File: src/rtl/if_fetch.sv
// Byte-serial instruction fetch: 4 byte reads assembled little-endian, result held until accepted.
// Optional misaligned-branch exception path under `IF_MISALIGN_EXC_EN; otherwise targets are aligned down.
module if_fetch #(
  parameter logic [31:0] RESET_PC = 32'h00000000
) (
  input  logic        clk,
  input  logic        rst,
  input  logic        stall,
  input  logic        branch_flag,
  input  logic [31:0] branch_target,
  output logic        mem_req,
  output logic [31:0] mem_addr,
  input  logic [7:0]  mem_rdata,
  input  logic        mem_done,
  output logic [31:0] if_pc,
  output logic [31:0] if_inst,
  output logic        if_valid
`ifdef IF_MISALIGN_EXC_EN
  ,
  output logic        if_exc_misalign
`endif
);

  typedef enum logic [1:0] {
    FETCH = 2'd0,
    WAIT  = 2'd1
`ifdef IF_MISALIGN_EXC_EN
    ,
    EXC   = 2'd2
`endif
  } state_t;

  state_t      state_q, state_d;
  logic [31:0] pc_q, pc_d;
  logic [1:0]  cnt_q, cnt_d;
  logic [23:0] byte_buf_q, byte_buf_d;
  logic [31:0] if_pc_d, if_inst_d;
  logic        if_valid_d;
`ifdef IF_MISALIGN_EXC_EN
  logic        exc_d;
`endif

  assign mem_req  = (state_q == FETCH);
  assign mem_addr = pc_q + {30'd0, cnt_q};

  always_ff @(posedge clk) begin
    if (!rst) begin
      state_q    <= FETCH;
      pc_q       <= RESET_PC;
      cnt_q      <= 2'd0;
      byte_buf_q <= 24'd0;
      if_pc      <= 32'd0;
      if_inst    <= 32'd0;
      if_valid   <= 1'b0;
`ifdef IF_MISALIGN_EXC_EN
      if_exc_misalign <= 1'b0;
`endif
    end else begin
      state_q    <= state_d;
      pc_q       <= pc_d;
      cnt_q      <= cnt_d;
      byte_buf_q <= byte_buf_d;
      if_pc      <= if_pc_d;
      if_inst    <= if_inst_d;
      if_valid   <= if_valid_d;
`ifdef IF_MISALIGN_EXC_EN
      if_exc_misalign <= exc_d;
`endif
    end
  end

  always_comb begin
    state_d    = state_q;
    pc_d       = pc_q;
    cnt_d      = cnt_q;
    byte_buf_d = byte_buf_q;
    if_pc_d    = if_pc;
    if_inst_d  = if_inst;
    if_valid_d = if_valid;
`ifdef IF_MISALIGN_EXC_EN
    exc_d      = if_exc_misalign;
`endif

    if (branch_flag) begin
      // Redirect wins over any byte arriving this cycle; partial word is dropped.
      cnt_d      = 2'd0;
      if_valid_d = 1'b0;
      state_d    = FETCH;
`ifdef IF_MISALIGN_EXC_EN
      pc_d  = branch_target;
      exc_d = 1'b0;
      if (branch_target[1:0] != 2'b00) begin
        state_d    = EXC;
        if_valid_d = 1'b1;
        if_pc_d    = branch_target;
        if_inst_d  = 32'h00000013;
        exc_d      = 1'b1;
      end
`else
      pc_d = {branch_target[31:2], 2'b00};
`endif
    end else begin
      if (if_valid && !stall) begin
        if_valid_d = 1'b0;
`ifdef IF_MISALIGN_EXC_EN
        exc_d      = 1'b0;
`endif
      end
      case (state_q)
        FETCH: begin
          if (mem_done) begin
            if (cnt_q == 2'd3) begin
              if_inst_d  = {mem_rdata, byte_buf_q};
              if_pc_d    = pc_q;
              if_valid_d = 1'b1;
              pc_d       = pc_q + 32'd4;
              cnt_d      = 2'd0;
              state_d    = WAIT;
            end else begin
              byte_buf_d[8*cnt_q +: 8] = mem_rdata;
              cnt_d                    = cnt_q + 2'd1;
            end
          end
        end
        WAIT: begin
          if (!if_valid || !stall) state_d = FETCH;
        end
        default: ;
      endcase
    end
  end

endmodule

File: config.mk
export PLATFORM = sky130hd
export DESIGN_NAME = if_fetch
export DESIGN_NICKNAME = d
export VERILOG_FILES = /design/src/rtl/if_fetch.sv
export SDC_FILE = /design/constraint.sdc
export NUM_CORES = 1
export LEC_CHECK = 0
export CORE_ASPECT_RATIO = 2
export CORE_MARGIN = 4
export CORE_UTILIZATION = 44
export DETAILED_ROUTE_END_ITERATION = 10
export GPL_TIMING_DRIVEN = 0
export PLACE_DENSITY = 0.86
export SYNTH_ARGS = -nofsm -noshare
export SYNTH_HDL_FRONTEND = slang
export SYNTH_SLANG_ARGS = --single-unit
File: constraint.sdc
create_clock -name clk -period 1.81 [get_ports clk]
set_input_delay 0.362 -clock clk [delete_from_list [all_inputs] [get_ports clk]]
set_output_delay 0.362 -clock clk [all_outputs]
set_load 0.1 [all_outputs]
Word level (Yosys, flattened, before mapping)
Cells that the tools add are included.

Flip-flop bits (word level): 125. Latch bits: 0. Memory bits (writable): 0. Memory bits (read-only): 0. Bits of input ports: 45. Output and inout port bits: 98. Word-level logic and storage cells: 52. Memories: 0.

$add $sub $neg: 4. Multipliers: 0. Div/mod/pow operators: 0. $lt $le $gt $ge: 0. Equality and inequality tests: 5. Shifts and indexed selects: 2. Mux-type cells: 14. Bitwise logic cells: 3. Reductions and logical operators: 16.

Operator list (number): $mux W32 (4); $neg A5 Y34 (1); $shift A8 B34 Y24 const A (1); $shiftx A8 B34 Y24 (1); $add A32 B2 Y32 (1); $add A32 B3 Y32 const B (1); $bwmux W24 (1); $reduce_and A4 Y1 (3); $mux W2 (4); $reduce_bool A2 Y1 (4); $reduce_and A3 Y1 (2); $mux W1 (4); $ne A2 B1 Y1 const B (2); $pmux W2 S2 (1); $not A1 Y1 (3); $add A2 B1 Y2 const B (1); $eq A2 B1 Y1 const B (1); $eq A2 B2 Y1 const B (1); $logic_not A1 Y1 (2); $logic_not A2 Y1 (1); $ne A2 B2 Y1 const B (1); $reduce_and A2 Y1 (1); $reduce_or A2 Y1 (1); $logic_and A1 B1 Y1 (1); $logic_or A1 B1 Y1 (1).

Longest topological paths before layout
Depth after elaboration: 6. Depth in mapped cells: 7. Depth with buffers taken out: 5.

Worst setup path before layout
OpenSTA, ideal clock, no wires.

Kind: flip-flop to flip-flop. Start: register cnt_q[0]. End: register pc_q[20]. Setup time: 0.075 ns. Arrival time: 2.698 ns. Required time: 1.735 ns. Path slack: -0.963 ns. Cell stages (with the launch flop): 7. Buffers on the path: 1. Clock period less this slack: 2.773 ns. Cells stage by stage: dfxtp_1 -> ha_1 -> nand4b_1 -> buf_2 -> or3_1 -> or4_1 -> a31oi_1.

Word-level cells in the longest chain between the ends: 3.

RTL lines: start, declared (line 35) `logic [1:0] cnt_q, cnt_d;`; start signal, assigned (line 61) `cnt_q <= cnt_d;`; $eq A2 B2 Y1 (line 112) `if (cnt_q == 2'd3) begin`; $reduce_bool A2 Y1 (no line); $reduce_and A3 Y1 (no line); end signal, assigned (line 60) `pc_q <= pc_d;`; end, declared (line 34) `logic [31:0] pc_q, pc_d;`.

No other way between the ends. A chain may end at the register's enable or synchronous reset.

Final worst setup path
Start: register cnt_q[0]. End: register pc_q[22].

The elaborated chain is that of the path after synthesis.

==> impl_metrics.yaml <==
route:
  via_per_inst: 5.712
  drt-wirelength-per-cell_um: 19.06
  drtIter0Drc: 313
  drc: 0
  ant_nets: 0
  wl_um: 18600
  first_pass_iters: 7
  vias: 5575
grt:
  grt_use_total_pct: 26.43
  grt_max_degree: 17
  grt_pass1_vias: 5691
  antenna_found_initial: 0
  grt_overflow_total: 0
  grt_first_pass_wirelength_um: 28390
floorplanning:
  core_sq_um: 11700
  die_w_um: 85.33
  die-area_sq_um: 13880
  ios: 143
  die_h_um: 162.7
  start_util_pct: 44.97
  rows: 56
clock_tree:
  cts_root_buf: "clkbuf_16"
  cts.sinks: 120
  numCtsBuffers: 17
  clk_pin_slew_worst_paths_ps: 50
  cts_max_path_buffers: 2
  cts_hold_repair.buffers: 0
  clk_latency_ps: 420
  h-tree-depth: 4
  cts_tree: "yes"
synth:
  seq_area_frac_synth_pct: 45.65
  synth-edff-count: 0
  synth_area_per_cell_sq_um: 8.261
  netlist_instances: 637
  netlist.area_leader.share_pct: 45.65
  ys_warn_count: 0
  yosys.area.top_type: "dfxtp_1"
  netlist_area_sq_um: 5263
  async_reset_ff_share_pct: 0
  synth.distinct_cells: 51
  synthFlopType: "dfxtp_1"
  ys_ff_latch: 120
  synth.area.top_cells: "dfxtp_1 (46%), nand2_1 (12%), a21boi_0 (12%)"
finish:
  area_growth_pct: 53.38
  drive_gt1_share_pct: 29.64
  nFillCells: 889
  final_area_sq_um: 8071
  fin_util_pct: 68.98
  nets: 868
timing:
  setup_ws_ps: -161.9
  worst_pin_slew_ps: 660.6
  period_minus_slack_ps: 1972
  slew_violations: 0
  grt_setup_unrepaired: "true"
  hold_viol: 0
  max_freq_ghz: 0.5071
  final-setup-viol-count: 6
  slew_headroom_pct: 55.55
  finalClockSkew_ps: 9.971
  fin_crit_sh_pct: 108.9
power:
  peakVddDrop_v: 0.0007216
  p_per_area_nw_per_um2: 864.7
  p_leak_nw: 2.853
outcome:
  outcome: "finished with violations"
  violations: "setup timing"
place:
  gp_congestion: 0.9639
  hpwl_um: 13330
  io_buffers: 138
  place_area_sq_um: 7029
  place_ws_ps: -937.6
worst_setup_path:
  slowest_delay_ps: 600
  start_kind: "register"
  worstSetupPathType: "register to register"
  crit_arrival_ps: 2300
  end_kind: "register"
  crit_chain: "ha_4 > nand4b_1 > or4_4 > or4_4 > a31oi_1"
  crit_top_cell: "or4_4"
  cp.required_ps: 2140
  cp_max_fo: 5
  crit_slowest_cell: "or4_4"
hold_path:
  hold_path_class: "register to register"
flow_run:
  maxCapViolCount: 0
[layer usage]
layer  up-vias  share of wire [%]  GRT usage [%]  wire length, um
met5         -                  0              0                0
met2       253                 56          51.56            10420
met1      2640                 32          23.83             6013
met4         0                6.5          17.00             1200
li1       2596                  -              -                -
met3        86                5.2          4.810              964
[state kept, by name (all words and copies together) (netlist names)]
register	count
if_inst	32
byte_buf_q	24
cnt_q	2
if_pc	30
state_q	1
pc_q	30
if_valid	1
[Yosys cell counts (all sizes together) (2+ instances only)]
cell,instances
o21ai,24
xnor2,9
or3,3
ha,6
o21a,2
dfxtp,120
nor4,10
or4,6
o31ai,4
nor3b,6
nand4,10
a311oi,4
nor3,7
a21boi,86
inv,6
a21oi,11
nand4b,2
o211a,3
a31oi,6
and3,4
o311a,2
nor4b,2
nand3,36
nor2,15
and2,5
a211oi,5
clkbuf,38
nand2,172
nand2b,5
and4,9
buf,5
mux2i,2
[final cells by class]
class / count / area, sq um / area share [%]
Timing Repair Buffer: 162 / 1643 / 20.35
Antenna cell: 1 / 2.502 / 0.03100
Tap cell: 145 / 181.4 / 2.248
Multi-Input combinational cell: 468 / 2877 / 35.64
Buffer: 41 / 271.5 / 3.364
Clock buffer: 22 / 495.5 / 6.139
Sequential cell: 120 / 2486 / 30.80
Inverter: 7 / 26.28 / 0.3255
Clock inverter: 10 / 88.84 / 1.101
[metrics by stage]
stage	total power [mW]	hold WS, ps	setup TNS [ps]	std cells
6_report	6.980	447.8	-555.6	976
5_1_grt	7.149	468.3	-1460	975
4_1_cts	6.962	451.2	-344.5	964
3_5_place_dp	3.696	444.2	-67320	921
3_3_place_gp	3.682	436.0	-60490	921
2_1_floorplan	3.389	431.0	-4783	638
[layout by cell type, fill, tap and decap left out, types with 5 or more instances in the layout]
cell,n
nand2_1,169
dfxtp_1,91
clkdlybuf4s15_2,89
a21boi_1,72
clkdlybuf4s50_1,40
nand3_1,27
buf_4,25
o21ai_0,23
dfxtp_4,19
clkbuf_1,18
clkbuf_16,18
nor2_1,14
a21oi_1,11
dfxtp_2,10
clkbuf_2,9
xnor2_1,9
clkbuf_8,9
nand3_2,9
nand4_1,9
a21boi_0,8
buf_2,8
and4_1,8
nor3_1,7
nor4_1,7
a21boi_2,6
a31oi_1,6
inv_1,5
a211oi_1,5
[what timing repair did]
item                                    in CTS  in global routing
pin swaps                                    7                 29
setup buffers                               13                 11
endpoints found under the setup margin     207                105
resized for setup                          311                 84
[worst max-delay path: cells and delay by family, from the launching register on]
family	cells	cell delay (ps)
and+or+nand+nor	3	1180
DFF	1	360
AOI/OAI and AO/OA	1	190
adders and majority gates	1	150
[power by group]
part | total [mW] | internal [mW] | switching [mW]
clock | 3.30 | 2.07 | 1.22
sequential | 2.79 | 2.70 | 0.0948
combinational | 0.891 | 0.275 | 0.616
[cell families (layout without fill, tap and decap cells)]
group	after synthesis	in the layout	synth area share [%]
compound gates	151	151	20.11
xor+xnor	10	10	1.664
fa+ha+maj	6	6	1.426
buf+inv	50	242	3.756
flops	120	120	45.65
mux	2	2	0.3804
other cells	1	3	0.07126
simple gates	297	297	26.94
[path summary, 6_finish.rpt]
path / startpoint / endpoint / slack, ps / cells after the start
worst max register to register: cnt_q[0]$_SDFFE_PP0N_ / pc_q[22]$_SDFFE_PN0P_ / -160 / 5
worst min-delay path: if_inst[23]$_SDFFE_PN0P_ / if_inst[23]$_SDFFE_PN0P_ / 450 / 2
worst min register to register: if_inst[23]$_SDFFE_PN0P_ / if_inst[23]$_SDFFE_PN0P_ / 450 / 2
worst max-delay path: cnt_q[0]$_SDFFE_PP0N_ / pc_q[22]$_SDFFE_PN0P_ / -160 / 5
(Power assumes the default switching activity.)
